[config.mk]
export PLATFORM = sky130hd
export DESIGN_NAME = writeback_port_arbiter_flat
export DESIGN_NICKNAME = d
export VERILOG_FILES = /design/src/rtl/writeback_port_arbiter_if.sv /design/src/rtl/writeback_port_arbiter.sv /design/src/flat_wrapper.sv
export SDC_FILE = /design/constraint.sdc
export NUM_CORES = 1
export LEC_CHECK = 0
export ABC_CLOCK_PERIOD_IN_PS = 3500
export BUFFER_PORTS_ARGS = -buffer_cell sky130_fd_sc_hd__buf_2
export CAP_MARGIN = 10
export CORE_MARGIN = 5
export CORE_UTILIZATION = 45
export CTS_BUF_LIST = sky130_fd_sc_hd__clkbuf_8
export CTS_CLUSTER_DIAMETER = 40
export CTS_CLUSTER_SIZE = 16
export DETAILED_ROUTE_END_ITERATION = 8
export PLACE_DENSITY = 0.72
export SLEW_MARGIN = 5
export SYNTH_ARGS = -nofsm -noshare
export SYNTH_HDL_FRONTEND = slang
export SYNTH_SLANG_ARGS = --single-unit
[constraint.sdc]
create_clock -name clk -period 3.5 [get_ports clk]
set_input_delay 0.525 -clock clk [delete_from_list [all_inputs] [get_ports clk]]
set_output_delay 0.525 -clock clk [all_outputs]
set_load 0.05 [all_outputs]
[src/rtl/writeback_port_arbiter_if.sv]
// writeback_port_arbiter_if: pipeline, long-latency and register-file write port signals
interface writeback_port_arbiter_if;
   logic        wb_valid;
   logic [4:0]  wb_addr;
   logic [31:0] wb_data;
   logic        wb_jal;
   logic [31:0] wb_link_addr;
   logic        lr_valid;
   logic        lr_ready;
   logic [4:0]  lr_addr;
   logic [31:0] lr_data;
   logic        wr_en;
   logic [4:0]  wr_addr;
   logic [31:0] wr_data;
   logic        JumpAndLink;
   logic [31:0] link_addr;
   logic [31:0] pending_mask;
   logic        stall_req;
   modport slave (
      input  wb_valid, wb_addr, wb_data, wb_jal, wb_link_addr, lr_valid, lr_addr, lr_data,
      output lr_ready, wr_en, wr_addr, wr_data, JumpAndLink, link_addr, pending_mask, stall_req
   );
   modport master (
      output wb_valid, wb_addr, wb_data, wb_jal, wb_link_addr, lr_valid, lr_addr, lr_data,
      input  lr_ready, wr_en, wr_addr, wr_data, JumpAndLink, link_addr, pending_mask, stall_req
   );
endinterface

[src/rtl/writeback_port_arbiter.sv]
// writeback_port_arbiter: merges pipeline writeback and buffered long-latency results onto one write port (optional WB_LR_BYPASS_EN)
module writeback_port_arbiter #(
   parameter int DEPTH        = 4,
   parameter int STARVE_LIMIT = 8
) (
   input logic                      clk,
   input logic                      rst_n,
   writeback_port_arbiter_if.slave  bus
);
   localparam int AW = $clog2(DEPTH);
   localparam int CW = $clog2(STARVE_LIMIT + 1);
   logic [4:0]       q_addr [DEPTH];
   logic [31:0]      q_data [DEPTH];
   logic [DEPTH-1:0] vld;
   logic [AW-1:0]    rp, wp;
   logic [CW-1:0]    cnt;
   logic             stall_q;
   logic             full, empty, pipe, jal, push_hs, push, pop, byp, byp_wr;
   logic [31:0]      pm;
   // A ring slot is occupied iff its valid bit is set, so full/empty read straight off the pointers.
   assign full    = vld[wp];
   assign empty   = !vld[rp];
   assign jal     = rst_n && bus.wb_jal;
   assign pipe    = rst_n && (bus.wb_valid || bus.wb_jal);
   assign push_hs = rst_n && bus.lr_valid && !full;
   assign pop     = !pipe && !empty;
`ifdef WB_LR_BYPASS_EN
   assign byp     = push_hs && empty && !pipe;
`else
   assign byp     = 1'b0;
`endif
   assign byp_wr  = byp && bus.lr_addr != 5'd0;
   assign push    = push_hs && bus.lr_addr != 5'd0 && !byp;
   // Write port: jal, then pipeline writeback, then FIFO head, then bypassed result.
   always_comb begin
      bus.lr_ready    = !full;
      bus.wr_en       = pipe || !empty || byp_wr;
      bus.JumpAndLink = jal;
      bus.link_addr   = jal ? bus.wb_link_addr : 32'd0;
      bus.wr_addr     = jal ? 5'd31 : pipe ? bus.wb_addr : !empty ? q_addr[rp] : byp_wr ? bus.lr_addr : 5'd0;
      bus.wr_data     = jal ? bus.wb_link_addr : pipe ? bus.wb_data : !empty ? q_data[rp] : byp_wr ? bus.lr_data : 32'd0;
      bus.stall_req   = stall_q;
   end
   // Pending mask: one bit per register targeted by a buffered entry.
   always_comb begin
      pm = '0;
      for (int i = 0; i < DEPTH; i++)
         if (vld[i]) pm[q_addr[i]] = 1'b1;
      bus.pending_mask = pm;
   end
   // Entry payload storage; contents are only meaningful where vld is set.
   always_ff @(posedge clk) begin
      if (push) begin
         q_addr[wp] <= bus.lr_addr;
         q_data[wp] <= bus.lr_data;
      end
   end
   // Ring pointers and occupancy; push and pop never touch the same slot.
   always_ff @(posedge clk or negedge rst_n) begin
      if (!rst_n) begin
         vld <= '0;
         rp  <= '0;
         wp  <= '0;
      end else begin
         if (push) wp <= wp + 1'b1;
         if (pop) rp <= rp + 1'b1;
         vld <= (vld | ({{(DEPTH-1){1'b0}}, push} << wp)) & ~({{(DEPTH-1){1'b0}}, pop} << rp);
      end
   end
   // Starvation counter: a non-empty FIFO that does not pop is blocked by the pipeline.
   always_ff @(posedge clk or negedge rst_n) begin
      if (!rst_n) begin
         cnt     <= '0;
         stall_q <= 1'b0;
      end else if (pop || empty) begin
         cnt     <= '0;
         stall_q <= 1'b0;
      end else if (cnt != CW'(STARVE_LIMIT)) begin
         cnt     <= cnt + 1'b1;
         stall_q <= cnt == CW'(STARVE_LIMIT - 1);
      end
   end
endmodule
[src/flat_wrapper.sv]
// flat-port wrapper written by rule: the top's interface ports become plain ports
module writeback_port_arbiter_flat 
#(
   parameter int DEPTH        = 4,
   parameter int STARVE_LIMIT = 8
)
  (clk, rst_n, bus_wb_valid, bus_wb_addr, bus_wb_data, bus_wb_jal, bus_wb_link_addr, bus_lr_valid, bus_lr_addr, bus_lr_data, bus_lr_ready, bus_wr_en, bus_wr_addr, bus_wr_data, bus_JumpAndLink, bus_link_addr, bus_pending_mask, bus_stall_req);
  writeback_port_arbiter_if bus_i ();
  input logic clk;
  input logic rst_n;
  input wire logic [$bits(bus_i.wb_valid)-1:0] bus_wb_valid;
  input wire logic [$bits(bus_i.wb_addr)-1:0] bus_wb_addr;
  input wire logic [$bits(bus_i.wb_data)-1:0] bus_wb_data;
  input wire logic [$bits(bus_i.wb_jal)-1:0] bus_wb_jal;
  input wire logic [$bits(bus_i.wb_link_addr)-1:0] bus_wb_link_addr;
  input wire logic [$bits(bus_i.lr_valid)-1:0] bus_lr_valid;
  input wire logic [$bits(bus_i.lr_addr)-1:0] bus_lr_addr;
  input wire logic [$bits(bus_i.lr_data)-1:0] bus_lr_data;
  output wire logic [$bits(bus_i.lr_ready)-1:0] bus_lr_ready;
  output wire logic [$bits(bus_i.wr_en)-1:0] bus_wr_en;
  output wire logic [$bits(bus_i.wr_addr)-1:0] bus_wr_addr;
  output wire logic [$bits(bus_i.wr_data)-1:0] bus_wr_data;
  output wire logic [$bits(bus_i.JumpAndLink)-1:0] bus_JumpAndLink;
  output wire logic [$bits(bus_i.link_addr)-1:0] bus_link_addr;
  output wire logic [$bits(bus_i.pending_mask)-1:0] bus_pending_mask;
  output wire logic [$bits(bus_i.stall_req)-1:0] bus_stall_req;
  assign bus_i.wb_valid = bus_wb_valid;
  assign bus_i.wb_addr = bus_wb_addr;
  assign bus_i.wb_data = bus_wb_data;
  assign bus_i.wb_jal = bus_wb_jal;
  assign bus_i.wb_link_addr = bus_wb_link_addr;
  assign bus_i.lr_valid = bus_lr_valid;
  assign bus_i.lr_addr = bus_lr_addr;
  assign bus_i.lr_data = bus_lr_data;
  assign bus_lr_ready = bus_i.lr_ready;
  assign bus_wr_en = bus_i.wr_en;
  assign bus_wr_addr = bus_i.wr_addr;
  assign bus_wr_data = bus_i.wr_data;
  assign bus_JumpAndLink = bus_i.JumpAndLink;
  assign bus_link_addr = bus_i.link_addr;
  assign bus_pending_mask = bus_i.pending_mask;
  assign bus_stall_req = bus_i.stall_req;
  writeback_port_arbiter #(.DEPTH(DEPTH), .STARVE_LIMIT(STARVE_LIMIT)) u_core (.clk(clk), .rst_n(rst_n), .bus(bus_i));
endmodule
==> report_table.html <==
<table>
<tr><th>Metric</th><th>Value</th></tr>
<tr><th colspan="2">Place</th></tr>
<tr><td>IO Port Bufs</td><td>215</td></tr>
<tr><td>Area of placed instances</td><td>approximately 9100 sq um</td></tr>
<tr><td>Post-detailed-placement half-perimeter wirelength</td><td>roughly 15,000 um</td></tr>
<tr><td>Routability Congestion</td><td>roughly 0.9</td></tr>
<tr><th colspan="2">Clock network</th></tr>
<tr><td>Number of buffers added to fix hold violations after cts</td><td>1</td></tr>
<tr><td>Clock edge transition at the registers on the reported setup and hold paths</td><td>0.09 ns</td></tr>
<tr><td>Sink Count</td><td>~160</td></tr>
<tr><td>Max Buffers Root-to-Sink</td><td>2</td></tr>
<tr><td>Number of post-CTS setup repair buffers</td><td>0</td></tr>
<tr><td>Resize count post-CTS</td><td>0</td></tr>
<tr><td>Number of buffers created by CTS</td><td>17</td></tr>
<tr><td>Level count of the clock H-tree</td><td>4</td></tr>
<tr><td>Later-pin clock latency in the skew report</td><td>approximately 0.45 ns</td></tr>
<tr><td>Clock root buffer</td><td>sky130_fd_sc_hd__clkbuf_8</td></tr>
<tr><td>CTS tree</td><td>built</td></tr>
<tr><th colspan="2">Routing</th></tr>
<tr><td>Aggregate routed wire length</td><td>~22,000 um</td></tr>
<tr><td>Final antenna-violating net count</td><td>0</td></tr>
<tr><td>Detailed router's first-iteration violation count</td><td>between 500 and 600</td></tr>
<tr><td>Via density</td><td>between 6 and 7</td></tr>
<tr><td>Count of unresolved DRC violations after routing</td><td>0</td></tr>
<tr><td>First-pass detailed-route iteration total</td><td>5</td></tr>
<tr><td>WL/cell</td><td>roughly 23 um</td></tr>
<tr><td>Total number of vias</td><td>between 5,000 and 6,000</td></tr>
<tr><th colspan="2">GRT</th></tr>
<tr><td>Antenna violations before repair</td><td>3</td></tr>
<tr><td>Global-route congestion overflow total</td><td>0</td></tr>
<tr><td>Wire length of the first global-routing pass</td><td>between 30,000 and 40,000 um</td></tr>
<tr><td>Maximum number of pins on one net before global-route repair</td><td>38</td></tr>
<tr><td>Global-route usage over all layers</td><td>a little over a fifth</td></tr>
<tr><td>Vias in the first global route</td><td>around 6,100</td></tr>
<tr><th colspan="2">Worst setup path</th></tr>
<tr><td>R2r startpoint</td><td>u_core.vld[0]</td></tr>
<tr><td>Longest individual stage delay on the worst path</td><td>about 0.52 ns</td></tr>
<tr><td>Cell repeated most along the worst path</td><td>sky130_fd_sc_hd__buf_2</td></tr>
<tr><td>Crit path arrival time</td><td>between 2 and 3 ns</td></tr>
<tr><td>Top delay family on crit path</td><td>buffers and inverters</td></tr>
<tr><td>Worst endpoint required time</td><td>2.97 ns</td></tr>
<tr><td>Critical Path Start Type</td><td>input port</td></tr>
<tr><td>Worst-path maximum fanout</td><td>32</td></tr>
<tr><td>Critical path buffer and inverter count</td><td>4</td></tr>
<tr><td>Crit-path slowest cell</td><td>sky130_fd_sc_hd__dlygate4sd3_1</td></tr>
<tr><td>CP Cell Sequence</td><td>dlygate4sd3_1, buf_2, nand2_1, nor2_2, buf_4, a221o_1, buf_2</td></tr>
<tr><td>Setup Crit Path Kind</td><td>in2out</td></tr>
<tr><td>Launch point of the worst path</td><td>rst_n</td></tr>
<tr><td>Kind of end point of the critical path</td><td>output port</td></tr>
<tr><th colspan="2">Finish</th></tr>
<tr><td>Final non-filler cell area</td><td>9510 sq um</td></tr>
<tr><td>Fraction of final layout cells with drive strength greater than 1</td><td>a little over two fifths</td></tr>
<tr><td>Number of nets in the layout</td><td>between 800 and 900</td></tr>
<tr><td>Sequential cell area</td><td>around 4800 sq um</td></tr>
<tr><td>Area occupied by multi-input gates</td><td>2890 sq um</td></tr>
<tr><td>Area added between synthesis and finish</td><td>20.3%</td></tr>
<tr><td>Number of fill cells in the layout</td><td>about 1,400</td></tr>
<tr><th colspan="2">Timing</th></tr>
<tr><td>Final setup fails</td><td>0</td></tr>
<tr><td>RSZ-0062 raised after global routing</td><td>no</td></tr>
<tr><td>Minimum clock period after layout</td><td>roughly 3.3 ns</td></tr>
<tr><td>Worst clock skew</td><td>between 0.01 and 0.015 ns</td></tr>
<tr><td>Max Slew Vio Count</td><td>0</td></tr>
<tr><td>Final setup TNS</td><td>0 ns</td></tr>
<tr><td>FMAX</td><td>between 300 and 400 MHz</td></tr>
<tr><td>Max-slew headroom at the worst pin</td><td>between 30 and 40%</td></tr>
<tr><td>Final Hold Viols</td><td>0</td></tr>
<tr><td>Ratio of final minimum period to clock period</td><td>between 90 and 100%</td></tr>
<tr><td>Actual slew at the worst max-slew pin</td><td>a little over 1 ns</td></tr>
<tr><th colspan="2">Floorplan</th></tr>
<tr><td>Initial core utilization</td><td>a little under half</td></tr>
<tr><td>I/O pin cnt</td><td>around 220</td></tr>
<tr><td>DIE HEIGHT</td><td>about 140 um</td></tr>
<tr><td>Chip width</td><td>around 140 um</td></tr>
<tr><td>Floorplan row count</td><td>between 40 and 50</td></tr>
<tr><td>DIE AREA</td><td>20,300 sq um</td></tr>
<tr><td>Core Box Area</td><td>17,300 sq um</td></tr>
<tr><th colspan="2">Yosys</th></tr>
<tr><td>Number of register bits inferred by synthesis</td><td>161</td></tr>
<tr><td>Number of nets produced by synthesis</td><td>roughly 640</td></tr>
<tr><td>Syn Area/Cell</td><td>around 15 sq um</td></tr>
<tr><td>Post-Synthesis Cell Area</td><td>just under 8000 sq um</td></tr>
<tr><td>Distinct cell type count after synthesis</td><td>43</td></tr>
<tr><td>Post-synthesis async set-or-reset flop share</td><td>8.07%</td></tr>
<tr><td>Number of warnings reported in the yosys synthesis log</td><td>0</td></tr>
<tr><td>Cells after Synth</td><td>525</td></tr>
<tr><td>Ys flop type</td><td>sky130_fd_sc_hd__edfxtp_1</td></tr>
<tr><td>Number of enable-type register cells in the synthesized netlist</td><td>between 100 and 150</td></tr>
<tr><td>Part of the Yosys area used for sequential elements</td><td>about three fifths</td></tr>
<tr><th colspan="2">Run status</th></tr>
<tr><td>Run status</td><td>completed</td></tr>
<tr><th colspan="2">Pwr</th></tr>
<tr><td>Power density of the placed cells</td><td>roughly 700 nW/um^2</td></tr>
<tr><td>Static leakage</td><td>between 3 and 4 nW</td></tr>
<tr><td>Worst VDD drop</td><td>between 0.0005 and 0.0006 V</td></tr>
<tr><th colspan="2">Hold path</th></tr>
<tr><td>Start point of the worst min-delay path</td><td>bus_lr_data[13]</td></tr>
<tr><td>Hold/Removal Path Class</td><td>in2reg</td></tr>
<tr><th colspan="2">Run</th></tr>
<tr><td>Max Cap Violations</td><td>0</td></tr>
</table>
## cell usage in the layout, fill, tap and decap left out, types with 4 or more instances in the layout
cell type	n
sky130_fd_sc_hd__dfrtp_1	11
sky130_fd_sc_hd__o221ai_1	17
sky130_fd_sc_hd__nand3b_1	17
sky130_fd_sc_hd__edfxtp_1	148
sky130_fd_sc_hd__and2_2	4
sky130_fd_sc_hd__o211ai_1	5
sky130_fd_sc_hd__and3b_1	11
sky130_fd_sc_hd__nand3_1	18
sky130_fd_sc_hd__a2111oi_0	4
sky130_fd_sc_hd__clkbuf_8	17
sky130_fd_sc_hd__a221o_1	42
sky130_fd_sc_hd__and3_1	38
sky130_fd_sc_hd__xnor2_1	4
sky130_fd_sc_hd__buf_4	8
sky130_fd_sc_hd__a22oi_1	16
sky130_fd_sc_hd__buf_2	215
sky130_fd_sc_hd__ha_1	6
sky130_fd_sc_hd__nand2_1	20
sky130_fd_sc_hd__inv_6	8
sky130_fd_sc_hd__o22ai_1	11
sky130_fd_sc_hd__inv_1	11
sky130_fd_sc_hd__mux4_2	39
sky130_fd_sc_hd__nor3b_1	10
sky130_fd_sc_hd__nor2_1	9
sky130_fd_sc_hd__or3b_2	8
## cells in the mapped netlist, types with 2 or more instances
master	n	share of area [%]
sky130_fd_sc_hd__edfxtp_1	148	56
sky130_fd_sc_hd__a221o_1	42	5.3
sky130_fd_sc_hd__mux4_2	39	11
sky130_fd_sc_hd__and3_1	38	3.0
sky130_fd_sc_hd__clkbuf_1	32	1.5
sky130_fd_sc_hd__nand2_1	20	0.95
sky130_fd_sc_hd__nand3_1	18	1.1
sky130_fd_sc_hd__nand3b_1	17	1.6
sky130_fd_sc_hd__o221ai_1	17	1.9
sky130_fd_sc_hd__a22oi_1	16	1.5
sky130_fd_sc_hd__dfrtp_1	13	4.1
sky130_fd_sc_hd__and3b_1	11	1.2
sky130_fd_sc_hd__inv_1	11	0.52
sky130_fd_sc_hd__o22ai_1	11	0.87
sky130_fd_sc_hd__nor2_1	10	0.47
sky130_fd_sc_hd__nor3b_1	10	0.95
sky130_fd_sc_hd__or3b_2	8	0.89
sky130_fd_sc_hd__buf_2	7	0.44
sky130_fd_sc_hd__ha_1	6	0.95
sky130_fd_sc_hd__and2_1	5	0.40
sky130_fd_sc_hd__buf_6	5	0.71
sky130_fd_sc_hd__o211ai_1	5	0.47
sky130_fd_sc_hd__a2111oi_0	4	0.44
sky130_fd_sc_hd__xnor2_1	4	0.44
sky130_fd_sc_hd__nor3_1	3	0.19
sky130_fd_sc_hd__o22a_1	3	0.33
sky130_fd_sc_hd__nand2b_1	2	0.16
sky130_fd_sc_hd__nor2b_1	2	0.16
sky130_fd_sc_hd__o2bb2a_1	2	0.25
sky130_fd_sc_hd__o32a_1	2	0.25
sky130_fd_sc_hd__or3_1	2	0.16
## through the flow
step | std cells | setup slack (ns) | total power [W] | utilization [%] | hold WS [ns]
after floorplan | 525 | 0.847 | 0.00493 | - | 0.229
after global placement | 929 | 0.749 | 0.00554 | 52.7 | 0.464
after detailed placement | 929 | 0.649 | 0.00562 | 52.7 | 0.472
after CTS | 962 | 0.228 | 0.00691 | 55.0 | 0.254
after global routing | 963 | 0.0632 | 0.00718 | 55.0 | 0.250
final | 963 | 0.242 | 0.00686 | 55.0 | 0.287
## worst paths after layout
check,end,slack (ns),cells after the start
hold / removal,u_core.q_data[0][13],0.29,1
setup reg to reg,u_core.q_data[0][29],0.81,3
min in group asynchronous,u_core.cnt[2],0.53,2
max in group asynchronous,u_core.rp[1],2.26,3
setup / recovery,bus_wr_data[1],0.24,7
hold reg to reg,u_core.cnt[1],0.59,2
## final cells by class
cell class,count,share of cell area (%)
clock buffer,17,2.46
timing repair buffer,224,12.0
multi-input combinational,309,30.4
antenna,1,0.0263
inverter,11,0.434
sequential,161,50.2
clock inverter,15,1.53
tap,225,2.96
## report_power, final
part           leakage [nW]  internal [W]  switching [W]
clock network         0.194      0.000583       0.000714
logic                  2.06       0.00101        0.00201
registers              1.50       0.00235       0.000194
total                  3.75       0.00394        0.00292
## kinds of logic after synthesis
group	Yosys count	synth area share, %
flops	161	60.3
buf+inv	55	3.20
xor+xnor	5	0.554
simple gates	148	11.5
compound gates	109	12.1
mux	41	11.4
fa+ha+maj	6	0.950
## state kept, by name, indices dropped and copies added (netlist names)
register              count
u_core.q_addr            20
u_core.rp                 2
u_core.wp                 2
u_core.bus.stall_req      1
u_core.vld                4
u_core.cnt                4
u_core.q_data           128
## per-layer routing
metal	global-route usage (%)	vias to the layer above	part of all wire, %
li1	-	2609	-
met1	27.2	2942	38
met2	34.9	324	50
met3	4.81	59	7.8
met4	11.1	4	4.0
met5	0	-	0.12
(Power assumes the default switching activity.)
